**config.mk**
```make
export PLATFORM = sky130hd
export DESIGN_NAME = lcd1602_responder
export DESIGN_NICKNAME = d
export VERILOG_FILES = /design/src/rtl/lcd1602_responder.sv
export SDC_FILE = /design/constraint.sdc
export NUM_CORES = 1
export LEC_CHECK = 0
export BUFFER_PORTS_ARGS = -buffer_cell sky130_fd_sc_hd__buf_2
export CELL_PAD_IN_SITES_DETAIL_PLACEMENT = 1
export CELL_PAD_IN_SITES_GLOBAL_PLACEMENT = 2
export CORE_MARGIN = 5
export CORE_UTILIZATION = 37
export CTS_BUF_LIST = sky130_fd_sc_hd__clkbuf_16
export CTS_CLUSTER_SIZE = 28
export DETAILED_ROUTE_END_ITERATION = 16
export PLACE_DENSITY = 0.82
export SLEW_MARGIN = 20
export SYNTH_ARGS = -nofsm -noshare
export SYNTH_HDL_FRONTEND = slang
export SYNTH_SLANG_ARGS = --single-unit
```
**constraint.sdc**
```tcl
create_clock -name CLK -period 2.2 [get_ports CLK]
set_clock_uncertainty 0.15 [all_clocks]
set_input_delay 0.44 -clock CLK [delete_from_list [all_inputs] [get_ports CLK]]
set_output_delay 0.44 -clock CLK [all_outputs]
set_load 0.005 [all_outputs]
```
**src/rtl/lcd1602_responder.sv**
```systemverilog
// HD44780-compatible responder for the 1602 LCD bus: decodes driver strobes, keeps a
// 2x16 DDRAM image with address counter, enforces busy timing and exposes a read port.
module lcd1602_responder #(
  parameter int unsigned BUSY_SHORT = 50,
  parameter int unsigned BUSY_LONG  = 2000
) (
  input  logic       CLK,
  input  logic       RST_n,
  input  logic       LCD_EN,
  input  logic       LCD_RS,
  input  logic       LCD_RW,
  input  logic [7:0] LCD_Data,
  input  logic [4:0] RD_Addr,
  output logic [7:0] RD_Char,
  output logic       Busy,
  output logic       Disp_On,
  output logic [2:0] Func_Bits,
  output logic       Wr_Strobe,
  output logic [4:0] Wr_Index,
  output logic       Proto_Err,
  output logic [7:0] Viol_Cnt
);

  localparam int unsigned BUSY_MAX = (BUSY_LONG > BUSY_SHORT) ? BUSY_LONG : BUSY_SHORT;
  localparam int unsigned CNT_W    = $clog2(BUSY_MAX + 1);
  localparam int unsigned DEPTH    = 32;
  localparam logic [7:0]  SPACE    = 8'h20;

  typedef enum logic [0:0] {ST_IDLE, ST_FILL} fill_state_t;

  logic             en_d;
  logic [6:0]       ac;
  logic             inc_mode;
  logic             cg_mode;
  fill_state_t      fill_state;
  logic [4:0]       fill_idx;
  logic [CNT_W-1:0] busy_cnt;
  logic [7:0]       ddram [DEPTH];

  logic       strobe_c;
  logic       accept_c;
  logic       cmd_c;
  logic       long_c;
  logic       store_c;
  logic [4:0] ac_idx_c;

  // Address counter step with the two-line wrap of the 1602 DDRAM map.
  function automatic logic [6:0] ac_step(input logic [6:0] a, input logic up);
    logic [6:0] r;
    if (up) begin
      if (a == 7'h27)      r = 7'h40;
      else if (a == 7'h67) r = 7'h00;
      else                 r = a + 7'd1;
    end else begin
      if (a == 7'h00)      r = 7'h67;
      else if (a == 7'h40) r = 7'h27;
      else                 r = a - 7'd1;
    end
    return r;
  endfunction

  assign strobe_c = en_d & ~LCD_EN;
  assign accept_c = strobe_c & ~Busy & ~LCD_RW;
  assign cmd_c    = accept_c & ~LCD_RS;
  assign long_c   = cmd_c & (LCD_Data[7:2] == 6'd0) & (LCD_Data[1:0] != 2'd0);
  assign ac_idx_c = {ac[6], ac[3:0]};
  // Only the visible 16 columns of each line (0x00-0x0F, 0x40-0x4F) are backed by storage.
  assign store_c  = accept_c & LCD_RS & ~cg_mode & (ac[5:4] == 2'b00);

  // Strobe decode, command/data state and the clear-fill sequencer.
  always_ff @(posedge CLK or negedge RST_n) begin
    if (!RST_n) begin
      en_d       <= 1'b0;
      ac         <= 7'd0;
      inc_mode   <= 1'b1;
      cg_mode    <= 1'b0;
      Disp_On    <= 1'b0;
      Func_Bits  <= 3'd0;
      Wr_Strobe  <= 1'b0;
      Wr_Index   <= 5'd0;
      Proto_Err  <= 1'b0;
      Viol_Cnt   <= 8'd0;
      fill_state <= ST_IDLE;
      fill_idx   <= 5'd0;
    end else begin
      en_d      <= LCD_EN;
      Wr_Strobe <= 1'b0;

      case (fill_state)
        ST_FILL: begin
          fill_idx <= fill_idx + 5'd1;
          if (fill_idx == 5'd31) fill_state <= ST_IDLE;
        end
        default: fill_state <= ST_IDLE;
      endcase

      if (strobe_c && Busy) begin
        if (Viol_Cnt != 8'hFF) Viol_Cnt <= Viol_Cnt + 8'd1;
      end else if (strobe_c && LCD_RW) begin
        Proto_Err <= 1'b1;
      end else if (cmd_c) begin
        casez (LCD_Data)
          8'b1???????: begin
            ac      <= LCD_Data[6:0];
            cg_mode <= 1'b0;
          end
          8'b01??????: cg_mode   <= 1'b1;
          8'b001?????: Func_Bits <= LCD_Data[4:2];
          8'b0001????: if (!LCD_Data[3]) ac <= ac_step(ac, LCD_Data[2]);
          8'b00001???: Disp_On   <= LCD_Data[2];
          8'b000001??: inc_mode  <= LCD_Data[1];
          8'b0000001?: ac        <= 7'd0;
          8'b00000001: begin
            ac         <= 7'd0;
            inc_mode   <= 1'b1;
            fill_state <= ST_FILL;
            fill_idx   <= 5'd0;
          end
          default: ;
        endcase
      end else if (accept_c && !cg_mode) begin
        ac <= ac_step(ac, inc_mode);
        if (store_c) begin
          Wr_Strobe <= 1'b1;
          Wr_Index  <= ac_idx_c;
        end
      end
    end
  end

  // Busy window: high for exactly the loaded number of cycles, starting with the update cycle.
  always_ff @(posedge CLK or negedge RST_n) begin
    if (!RST_n) begin
      busy_cnt <= '0;
      Busy     <= 1'b0;
    end else if (accept_c) begin
      busy_cnt <= long_c ? CNT_W'(BUSY_LONG - 1) : CNT_W'(BUSY_SHORT - 1);
      Busy     <= 1'b1;
    end else if (busy_cnt != '0) begin
      busy_cnt <= busy_cnt - CNT_W'(1);
    end else begin
      Busy <= 1'b0;
    end
  end

  // DDRAM image: clear fill has priority; data writes cannot overlap it because Busy covers the fill.
  always_ff @(posedge CLK or negedge RST_n) begin
    if (!RST_n) begin
      for (int i = 0; i < DEPTH; i++) ddram[i] <= SPACE;
    end else if (fill_state == ST_FILL) begin
      ddram[fill_idx] <= SPACE;
    end else if (store_c) begin
      ddram[ac_idx_c] <= LCD_Data;
    end
  end

  always_ff @(posedge CLK or negedge RST_n) begin
    if (!RST_n) RD_Char <= 8'h00;
    else        RD_Char <= ddram[RD_Addr];
  end

endmodule

```
### After elaboration in Yosys (flattened, before gate mapping)

Index checks and enable logic that the tools add are counted.

* register bits after elaboration: 311
* output and inout bits: 28
* input port bits: 18
* word-level logic and storage cells: 163

* reductions and logical operators: 25
* eq/ne operators: 15
* muxes and demuxes: 43
* add/sub/neg operators: 5
* order comparisons: 5
* bitwise logic cells: 23

Operators with widths (count)
* 2-to-1 mux 256 bit: 2
* bitwise mux 256 bit: 1
* bitwise AND 224 bit: 1
* inverter 224 bit: 1
* demux 8 bit (select 5 bit): 2
* 2-to-1 mux 7 bit: 9
* binary-select mux 8 bit (select 5 bit): 1
* 2-to-1 mux 11 bit: 3
* 2-to-1 mux 8 bit: 4
* bitwise OR 32 bit: 1
* 2-to-1 mux 5 bit: 5
* one-hot mux 7 bit (3 select lines): 1
* greater-or-equal comparator 6 bit (second input constant): 3
* inverter 5 -> 6 bit: 3
* AND reduction 4 bit: 4
* equality test 7 bit (second input constant): 2
* 2-to-1 mux 1 bit: 13
* less-than comparator 6 x 1 -> 1 bit (second input constant): 2
* nonzero test 2 bit: 6
* nonzero test 11 bit: 1
* subtractor 11 x 1 -> 11 bit (second input constant): 1
* AND reduction 5 bit: 2
* bitwise AND 1 bit: 9
* adder 8 x 1 -> 8 bit (second input constant): 1
* 25 further kinds: 38

### Depth between registers and ports, before layout

Gate-level depths: netlist of run 1.

* depth after elaboration: 12
* mapped depth: 8

### Worst setup path after synthesis of run 1

OpenSTA, ideal clock, no wires.

* path kind: input port to flip-flop
* start point: input port LCD_RW
* end point: register ddram[230] (netlist bit)
* stages on the path: 7
* arrival time: 2.066 ns
* setup time: 0.133 ns
* setup slack: -0.149 ns
* required time: 1.917 ns
* path through: or4b_4 -> or2_4 -> nor3_4 -> nand3_1 -> buf_2 -> nand3_1 -> o21ai_0

* cells in the longest elaborated chain, start to end: 6

RTL lines
* start: declaration: line 11 `input logic LCD_RW,`
* inverter 1 bit: line 63 `assign accept_c = strobe_c & ~Busy & ~LCD_RW;`
* bitwise AND 1 bit: line 63
* bitwise AND 1 bit (3 in a row): line 68 `assign store_c = accept_c & LCD_RS & ~cg_mode & (ac[5:4] == 2'b00);`
* nonzero test 2 bit (no source line)
* end signal: indexed assignment: line 153 `ddram[ac_idx_c] <= LCD_Data;`
* end: declaration: line 38 `logic [7:0] ddram [DEPTH];`

Every way passes these cells.
A chain may end at the register's enable or synchronous reset.

### Worst setup path in the final report of run 1

* start point: register Busy
* end point: register ddram[103] (netlist bit)

* cells in the longest elaborated chain, start to end: 7

RTL lines
* start: declaration: line 15 `output logic Busy,`
* start signal: assignment: line 135 `Busy <= 1'b0;`
* start signal: assignment: line 138 `Busy <= 1'b1;`
* start signal: assignment: line 142 `Busy <= 1'b0;`
* inverter 1 bit: line 63
* bitwise AND 1 bit (2 in a row): line 63
* bitwise AND 1 bit (3 in a row): line 68
* nonzero test 2 bit (no source line)

Every way passes these cells.

==> results of run 1 <==
## sequential cells by signal, indices dropped and copies added (netlist names)
signal / count
RD_Char: 8
fill_idx: 5
en_d: 1
Wr_Index: 5
busy_cnt: 11
fill_state: 1
Wr_Strobe: 1
ddram: 256
Disp_On: 1
Busy: 1
ac: 7
Viol_Cnt: 8
Func_Bits: 3
inc_mode: 1
cg_mode: 1
Proto_Err: 1
## synth_stat cells (3+ instances only)
cell type and n:
o21ai_1 3, nor3_1 13, nor2b_1 5, and3_1 7, and3b_1 3, mux4_2 64
a21oi_1 78, nand4_1 11, ha_1 13, or2_2 3, nand3_2 3, nand2b_1 4
buf_2 28, o21ai_0 262, nor3b_1 6, mux2i_1 35, a221oi_1 8, inv_1 17
xnor2_1 13, xor2_1 6, nor2_1 73, nand3_1 162, dfrtp_1 278, nand2_1 255
buf_1 7, dfstp_2 33, a22o_1 9, clkbuf_1 78, and2_1 7
## cell families after synthesis
logic type / Yosys count
and+or+nand+nor: 570
buffers and inverters: 130
adders and majority gates: 13
DFF: 311
AOI/OAI and AO/OA: 379
muxes: 101
xor gates and xnor gates: 19
## timing repair
action	4_1_cts	5_1_grt
buffers inserted	6	10
hold buffers	3	0
pin swaps	29	68
cloned	6	18
hold endpoints to repair	43	0
gates resized for setup	138	394
setup endpoints to repair	229	289
## layout by cell type (no fill, tap or decap), drive strengths merged, types with 3 or more instances in the layout
cell type / count
a21oi: 78
xor2: 6
nand2b: 4
and2: 7
mux4: 64
buf: 215
dlygate4sd3: 3
o21ai: 265
xnor2: 13
nor2: 73
nand4: 13
inv: 28
nor2b: 5
and3: 7
dfstp: 33
clkinv: 17
nand2: 255
mux2i: 35
a221oi: 8
or2: 4
nor3b: 6
and3b: 3
clkbuf: 57
a22o: 9
nor3: 15
ha: 13
nand3: 165
dfrtp: 278
## routing by layer
layer	global-route usage, %	wire length, um	part of all wire [%]	vias to the layer above
met5	0	0	0	-
met4	7.89	1930	3.5	0
met3	3.59	3100	5.5	110
met2	38.4	27200	49	396
met1	32.1	23800	42	6881
li1	-	-	-	5762
## per-stage QoR
step | instances | util, % | hold slack (ns) | cell area (sq um) | setup slack, ns
2_1_floorplan | 1523 | - | -0.00559 | 15300 | -0.136
3_3_place_gp | 2139 | 42.5 | 0.214 | 17300 | -0.319
3_5_place_dp | 2139 | 42.5 | 0.209 | 17300 | -0.374
4_1_cts | 2221 | 46.6 | 0.0386 | 18900 | -0.129
5_1_grt | 2246 | 50.2 | 0.0820 | 20400 | -0.245
6_report | 2246 | 50.2 | 0.0693 | 20400 | -0.180
## final cells by class
class / count / area (sq um) / area share, %
multi-input combinational: 1082 / 8120 / 39.8
sequential: 311 / 7820 / 38.3
timing repair buffer: 236 / 2620 / 12.8
clock buffer: 39 / 976 / 4.78
tap: 532 / 666 / 3.26
clock inverter: 29 / 153 / 0.747
inverter: 17 / 63.8 / 0.312
## critical path: stages (launching register included)
cell and delay, ns:
dfrtp_1 0.38, or4b_4 0.59, or2_4 0.29, nor3_4 0.23
buf_6 0.15, nand3_2 0.10, buf_12 0.17, nand3_1 0.09
o21ai_1 0.08
## power by group
part	internal (mW)	total, mW	switching, mW
Sequential	5.79	5.86	0.0738
Combinational	0.359	0.939	0.580
Clock	3.31	5.82	2.51
## worst max path at each step
stage,startpoint,cells after the start,endpoint,slack (ns)
after floorplan,LCD_EN,7,ddram[102]$_DFFE_PN0P_,-0.14
after global placement,LCD_EN,10,ddram[63]$_DFFE_PN0P_,-0.32
after detailed placement,LCD_EN,9,ddram[31]$_DFFE_PN0P_,-0.37
after CTS,Busy$_DFFE_PN0P_,10,ddram[53]$_DFFE_PN1P_,-0.13
after global routing,Busy$_DFFE_PN0P_,8,ddram[27]$_DFFE_PN0P_,-0.24
final,Busy$_DFFE_PN0P_,8,ddram[103]$_DFFE_PN0P_,-0.18
==> flow_summary.toml, run 1 <==
[logic_synthesis]
synth_area_sq_mm = 0.0151
yosys.area_share.adder_pct = 1.08
synth-simple-area-share_pct = 17.3
avgSynthCellArea_sq_um = 9.93
synth_compound_area_share_pct = 13.3
ys.flop_type = "dfrtp_1"
synth_mux_area_share_pct = 12.0
yosys_warnings = 0
synth-edff-count = 0
synth_cell_types = 56
synthCells = 1523
ys_ff_latch = 311
yosysTopAreaCellShare_pct = 46.0
synth-xor-area-share_pct = 1.10
ys_top_cells_by_area = "dfrtp_1, mux4_2, o21ai_0"
synth_top_family_by_area = "simple AND/OR/NAND/NOR gates"
syn_nets = 1554
yosys.area.top_type = "dfrtp_1"
synth_seq_area_share_pct = 51.7
async_reset_ff_share_pct = 100

[finish]
layout-drive-gt1-share_pct = 38.2
area_growth_pct = 35.0
fill_cells = 4268
diodes = 0
final_nets = 1716

[clocking]
cts_root_buffer = "clkbuf_16"
clock_sinks = 311
cts_buffers = 37
cts_tree = "yes"
cts_buffer_depth = 3
cts.clk_slew.worst_paths_ns = 0.05
clkLatencyLatePin_ns = 0.55
htree_levels = 2

[power]
power_leakage_nw = 8.88
vdd_ir_drop_max_uv = 541
pwr_density_cell_mw_per_mm2 = 618
power.total_mw = 12.6

[floorplanning]
core_area_sq_mm = 0.0406
dieArea_sq_mm = 0.0450
rows = 74
initial_core_util_pct = 37.2
die_w_um = 212
die_h_um = 212
io_pins = 46

[setup_path]
worstPathArrival_ns = 2.64
worst_ep_required_time_ns = 2.46
worstSetupPathType = "reg -> reg"
cp-start-kind = "flip-flop"
r2r_slack_ns = -0.18
r2r_cells = 8
cp_max_fo = 16
r2r_start = "Busy$_DFFE_PN0P_"
crit_path_end_kind = "flip-flop"
r2r-end = "ddram[103]$_DFFE_PN0P_"

[timing]
period_share_pct = 108
setup_ws_ns = -0.180
setup_viol = 272
rsz0062_at_grt = "yes"
period_needed_ns = 2.38
final.setup.tns_ns = -25.73
fmax_mhz = 420
hold_viol = 0
relSlewSlack_pct = 38.2
worstMarginPinSlew_ns = 0.926
final_max_slew_viol_count = 0

[grt]
grt_max_degree = 63
antenna_found_initial = 0
grt_pass1_vias = 13800
grt_usage_pct = 23.4
grt_pass1_wl_mm = 81.8
grt_overflow = 0

[placement]
hpwl_mm = 34.6
routabilityCongestion = 0.882
io_buffers = 45

[worst_hold_path]
min_path_type = "in -> reg"
hold_depth = 3
hold_start = "LCD_Data[3]"
hold_path_end = "Disp_On$_DFFE_PN0P_"

[route]
vias_per_cell = 5.85
wl_per_cell_um = 24.9
vias = 13100
ant_nets = 0
drtPass1Iterations = 7
drt_iter0_markers = 967
drt-total-wl_mm = 56.0
drc = 0

[job]
maxCapViolCount = 0

[outcome]
violations = "negative setup slack"
outcome = "finished with violations"
(Power assumes the default switching activity.)
==> inputs of run 2 (changes only) <==
--- a/config.mk
+++ b/config.mk
@@ -5,15 +5,16 @@
 export SDC_FILE = /design/constraint.sdc
 export NUM_CORES = 1
 export LEC_CHECK = 0
+export ABC_AREA = 1
 export BUFFER_PORTS_ARGS = -buffer_cell sky130_fd_sc_hd__buf_2
 export CELL_PAD_IN_SITES_DETAIL_PLACEMENT = 1
 export CELL_PAD_IN_SITES_GLOBAL_PLACEMENT = 2
 export CORE_MARGIN = 5
-export CORE_UTILIZATION = 37
+export CORE_UTILIZATION = 34
 export CTS_BUF_LIST = sky130_fd_sc_hd__clkbuf_16
 export CTS_CLUSTER_SIZE = 28
 export DETAILED_ROUTE_END_ITERATION = 16
-export PLACE_DENSITY = 0.82
+export PLACE_DENSITY = 0.83
 export SLEW_MARGIN = 20
 export SYNTH_ARGS = -nofsm -noshare
 export SYNTH_HDL_FRONTEND = slang
==> flow_summary.toml, run 2 <==
[outcome]
outcome = "finished with violations"
violations = "negative setup slack"

[power]
power.total_mw = 19.9
p_sw_share_pct = 36.7
power_leakage_nw = 9.76
pwr_density_cell_mw_per_mm2 = 872
vdd_ir_drop_max_uv = 554
switching_power_mw = 7.30
clockPowerShare_pct = 31.7
p_seq_share_pct = 39.2
p_comb_share_pct = 29.0
p_int_mw = 12.6

[floorplanning]
die_w_um = 246
io_pins = 46
dieArea_sq_mm = 0.0604
rows = 86
core_area_sq_mm = 0.0551
initial_core_util_pct = 34.3
die_h_um = 246

[setup_path]
cp-start-kind = "flip-flop"
r2r_cells = 6
worst_ep_required_time_ns = 2.49
crit_path_end_kind = "flip-flop"
cp_cell_sequence = "inv_1 -> nand3_1 -> nor2_1 -> nor3_1 -> o21ai_0 -> o21ai_0"
worstSetupPathType = "reg -> reg"
critPathMaxStageDelay_ns = 0.58
cpMostUsedCell = "o21ai_0"
worstPathArrival_ns = 2.55
cp_max_fo = 8
cpMaxStageDelayCell = "nor2_1"

[timing]
period_needed_ns = 2.26
period_share_pct = 103
final_max_slew_viol_count = 0
hold_viol = 0
fmax_mhz = 443
rsz0062_at_grt = "yes"
worstMarginPinSlew_ns = 0.635
timing.hold.ws_ns = 0.0300
setup_viol = 11
relSlewSlack_pct = 57.5
setup_ws_ns = -0.0592

[route]
vias = 19700
drt-total-wl_mm = 74.8
vias_per_cell = 5.72
drtPass1Iterations = 5
drt_iter0_markers = 1393
wl_per_cell_um = 21.7
drc = 0
ant_nets = 0

[logic_synthesis]
yosys_warnings = 0
avgSynthCellArea_sq_um = 7.38
ys_ff_latch = 311
syn_nets = 2592
yosysTopAreaCellShare_pct = 36.8
synth_cell_types = 43
ys_top_cells_by_area = "dfrtp_1, o21ai_0, nor3_1"
synthCells = 2561
post-synth-top-count-cell = "o21ai_0"
async_reset_ff_share_pct = 100
synth_area_sq_mm = 0.0189
synth_seq_area_share_pct = 41.4
ys.flop_type = "dfrtp_1"
synth-edff-count = 0
yosys.area.top_type = "dfrtp_1"
synth_commonest_cells = "o21ai_0, nor3_1, dfrtp_1, inv_1, nand2_1"

[finish]
final_nets = 2695
final_cell_count_no_fill = 3443
layout-drive-gt1-share_pct = 15.5
largest_register_ffs = 256
layout_common_cells = "o21ai_0, nor3_1, dfrtp_1"
final_common_cell = "o21ai_0"
area_growth_pct = 20.5
reg_top3 = "ddram (256), busy_cnt (11)"
diodes = 0
regMostFlops = "ddram"

[clocking]
clkLatencyLatePin_ns = 0.58
cts_buffer_depth = 3
cts_tree = "yes"
clock_sinks = 311
cts_root_buffer = "clkbuf_16"
htree_levels = 2
cts_buffers = 40
cts.clk_slew.worst_paths_ns = 0.06

[placement]
routabilityCongestion = 0.871
hpwl_mm = 49.8
place_inst = 3348
io_buffers = 45

[grt]
grt_overflow = 0
grt_pass1_wl_mm = 117
grt_max_degree = 89
grt_usage_pct = 24.3
antenna_found_initial = 0
grt_pass1_vias = 20400

[worst_hold_path]
hold_depth = 3
min_path_type = "in -> reg"

[job]
maxCapViolCount = 0
[run 2: worst paths after layout]
kind	slack [ns]	startpoint	endpoint
hold reg to reg	0.33	Func_Bits[0]$_DFFE_PN0P_	Func_Bits[0]$_DFFE_PN0P_
setup reg to reg	-0.06	fill_idx[2]$_DFF_PN0_	ddram[60]$_DFFE_PN0P_
min in group asynchronous	0.22	RST_n	busy_cnt[8]$_DFFE_PN0P_
hold / removal	0.03	LCD_Data[1]	inc_mode$_DFFE_PN1P_
setup / recovery	-0.06	fill_idx[2]$_DFF_PN0_	ddram[60]$_DFFE_PN0P_
max in group asynchronous	0.90	RST_n	ddram[141]$_DFFE_PN1P_
[run 2: what timing repair did]
action | in CTS | in global routing
hold buffers | 4 | 0
pin swaps | 0 | 8
setup endpoints to repair | 47 | 155
setup buffers | 0 | 16
cloned | 0 | 2
hold endpoints to repair | 44 | 0
gates resized for setup | 8 | 30
[run 2: layout make-up]
type                    count  area, sq um
inverters                 275         1040
repair buffers            233         2370
clock buffers              40         1000
fillers                  6729        32300
clock inverters            33          218
flip-flops and latches    311         7830
multi-input cells        1803         9380
well taps                 748          936
[run 2: metal layers]
metal | track usage (%) | wire length, um
met5 | 0 | 0
met4 | 7.52 | 2370
met3 | 4.20 | 4170
met2 | 39.3 | 34300
met1 | 33.3 | 34000
[run 2: stage by stage]
stage          util [%]  instance area [sq um]  setup WS (ns)  TNS (ns)
2_1_floorplan         -                  18900          0.144         0
3_3_place_gp       38.5                  21200         0.0293         0
3_5_place_dp       38.5                  21200         -0.100     -1.24
4_1_cts            40.9                  22500        -0.0879    -0.663
5_1_grt            41.3                  22800         -0.183     -5.21
6_report           41.3                  22800        -0.0592    -0.299
[run 2: power by group through the flow]
stage	logic, mW	registers [mW]	clock network (mW)
after floorplan	3.21	7.62	0
after global placement	5.29	7.80	0
after detailed placement	5.50	7.87	0
after CTS	5.57	7.78	6.43
after global routing	6.35	7.93	6.66
final	5.76	7.79	6.30
[run 2: worst max-delay path, delay by kind of cell, from the launching register on]
family,cells,cell delay [ns]
AND/OR/NAND/NOR,3,0.98
flip-flops,1,0.48
AO/OA/AOI/OAI,2,0.30
buffers and inverters,1,0.21
[run 2: logic make-up after synthesis]
family,Yosys count,synth area share [%]
buffers and inverters,449,9.61
AOI/OAI and AO/OA,839,24.5
muxes,1,0.0596
and+or+nand+nor,932,22.8
DFF,311,41.4
adders and majority gates,13,0.861
xor gates and xnor gates,16,0.742
==> inputs of run 3 (changes only) <==
--- a/config.mk
+++ b/config.mk
@@ -9,6 +9,7 @@
 export BUFFER_PORTS_ARGS = -buffer_cell sky130_fd_sc_hd__buf_2
 export CELL_PAD_IN_SITES_DETAIL_PLACEMENT = 1
 export CELL_PAD_IN_SITES_GLOBAL_PLACEMENT = 2
+export CORE_ASPECT_RATIO = 0.7
 export CORE_MARGIN = 5
 export CORE_UTILIZATION = 34
 export CTS_BUF_LIST = sky130_fd_sc_hd__clkbuf_16
==> flow_summary.toml, run 3 (synthesis gave the netlist of run 2 again) <==
[floorplanning]
io_pins = 46
dieArea_sq_mm = 0.0605
core_area_sq_mm = 0.0551
rows = 72
initial_core_util_pct = 34.3
die_w_um = 292
die_h_um = 207

[finish]
largest_register_ffs = 256
final_nets = 2703
reg_top3 = "ddram (256), busy_cnt (11)"
multiInputGateArea_sq_mm = 0.00946
final_util_pct = 41.2
layout_common_cells = "o21ai_0, nor3_1, dfrtp_1"
area_growth_pct = 20.3
fill_cells = 6735
regMostFlops = "ddram"
seqCellArea_sq_mm = 0.00783
final_common_cell = "o21ai_0"
layout-drive-gt1-share_pct = 15.9

[timing]
worstMarginPinSlew_ns = 0.645
fmax_mhz = 457
hold_viol = 0
relSlewSlack_pct = 56.5
rsz0062_at_grt = "yes"
period_needed_ns = 2.19
setup_viol = 0
final.setup.tns_ns = 0
final_max_slew_viol_count = 0
period_share_pct = 99.5
timing.hold.ws_ns = 0.0735

[setup_path]
worstPathArrival_ns = 2.49
worstSetupEndpoint = "ddram[24]$_DFFE_PN0P_"
critPathBufInv = 2
crit_path_end_kind = "flip-flop"
r2r_slack_ns = 0.01
worst_ep_required_time_ns = 2.50
cp_max_fo = 16
cpLargestDelayFamily = "compound AO/OA/AOI/OAI gates"
r2r_start = "ac[6]$_DFFE_PN0P_"
cp-start-kind = "flip-flop"
critPathMaxStageDelay_ns = 0.57
cpMostUsedCell = "o21ai_0"
cpMaxStageDelayCell = "dfrtp_1"
r2r_cells = 7
r2r-end = "ddram[24]$_DFFE_PN0P_"
cp_cell_sequence = "inv_2 -> nor2_4 -> buf_4 -> nand2_2 -> o21ai_4 -> o21ai_0 -> o21ai_0"
worstSetupPathType = "reg -> reg"
path_depth = 7
crit_start = "ac[6]$_DFFE_PN0P_"

[route]
vias = 19700
drt-total-wl_mm = 76.7
drc = 0
drt_iter0_markers = 1606
vias_per_cell = 5.72
drtPass1Iterations = 5
ant_nets = 0
wl_per_cell_um = 22.3

[job]
maxCapViolCount = 0

[power]
p_comb_share_pct = 30.5
pwr_density_cell_mw_per_mm2 = 862
p_int_mw = 12.2
power_leakage_nw = 9.72
vdd_ir_drop_max_uv = 477
clockPowerShare_pct = 29.7
p_seq_share_pct = 39.8
p_sw_share_pct = 37.6
power.total_mw = 19.6
switching_power_mw = 7.37

[placement]
routabilityCongestion = 0.860
hpwl_mm = 51.5
io_buffers = 45

[grt]
grt_overflow = 0
antenna_found_initial = 1
grt_pass1_wl_mm = 120
grt_usage_pct = 24.5
grt_pass1_vias = 20200
grt_max_degree = 104

[clocking]
cts.clk_slew.worst_paths_ns = 0.06
clkLatencyLatePin_ns = 0.54
cts_buffer_depth = 3
clock_sinks = 311
cts_tree = "yes"
cts_root_buffer = "clkbuf_16"
cts_buffers = 37
htree_levels = 2

[worst_hold_path]
min_path_type = "in -> reg"
hold_start = "LCD_Data[1]"
hold_depth = 3

[outcome]
outcome = "finished, final reports clean"
==> run 3: worst min-delay path: stages <==
cell and delay [ns]:
buf_2 0.13, nor2_1 0.11, a21oi_1 0.08
==> run 3: per-layer routing <==
metal  vias up  share of wire [%]  track usage, %
met3       109                5.8            3.55
met4         0                2.2            5.09
met2       517                 45            38.2
met5         -                  0               0
met1     10000                 47            36.4
li1       9055                  -               -
==> run 3: how the worst min path moves through the flow <==
stage,end,slack [ns]
2_1_floorplan,Busy$_DFFE_PN0P_,-0.006
4_1_cts,inc_mode$_DFFE_PN1P_,0.05
5_1_grt,inc_mode$_DFFE_PN1P_,0.09
3_3_place_gp,ddram[54]$_DFFE_PN0P_,0.23
3_5_place_dp,ddram[49]$_DFFE_PN0P_,0.24
6_report,inc_mode$_DFFE_PN1P_,0.07
==> run 3: timing repair <==
action / in CTS / in global routing
endpoints found under the hold margin: 30 / 0
pin swaps: 3 / 10
resized for setup: 17 / 43
setup endpoints to repair: 103 / 186
hold buffers: 4 / 0
buffers inserted: 3 / 17
==> run 3: power groups by stage <==
stage                     registers (mW)  clock network (mW)  logic, mW
after floorplan                     7.62                   0       3.21
after global placement              7.80                   0       5.27
after detailed placement            7.87                   0       5.52
after CTS                           7.79                5.93       5.61
after global routing                7.94                6.17       6.55
final                               7.80                5.82       5.97
==> run 3: layout make-up <==
type,count,share of cell area (%)
flip-flops and latches,311,34.4
diodes,1,0.0110
repair buffers,246,10.4
multi-input cells,1801,41.6
inverters,275,4.61
clock inverters,27,0.485
clock buffers,39,4.29
well taps,740,4.07
==> run 3: metrics by stage <==
step                worst slack (ns)  area, sq um  instances
floorplan                      0.144        18900       2561
CTS                           -0.128        22300       3422
global route                 -0.0753        22700       3439
detailed placement            -0.119        21100       3349
global placement             0.00401        21100       3349
finish                        0.0113        22700       3440
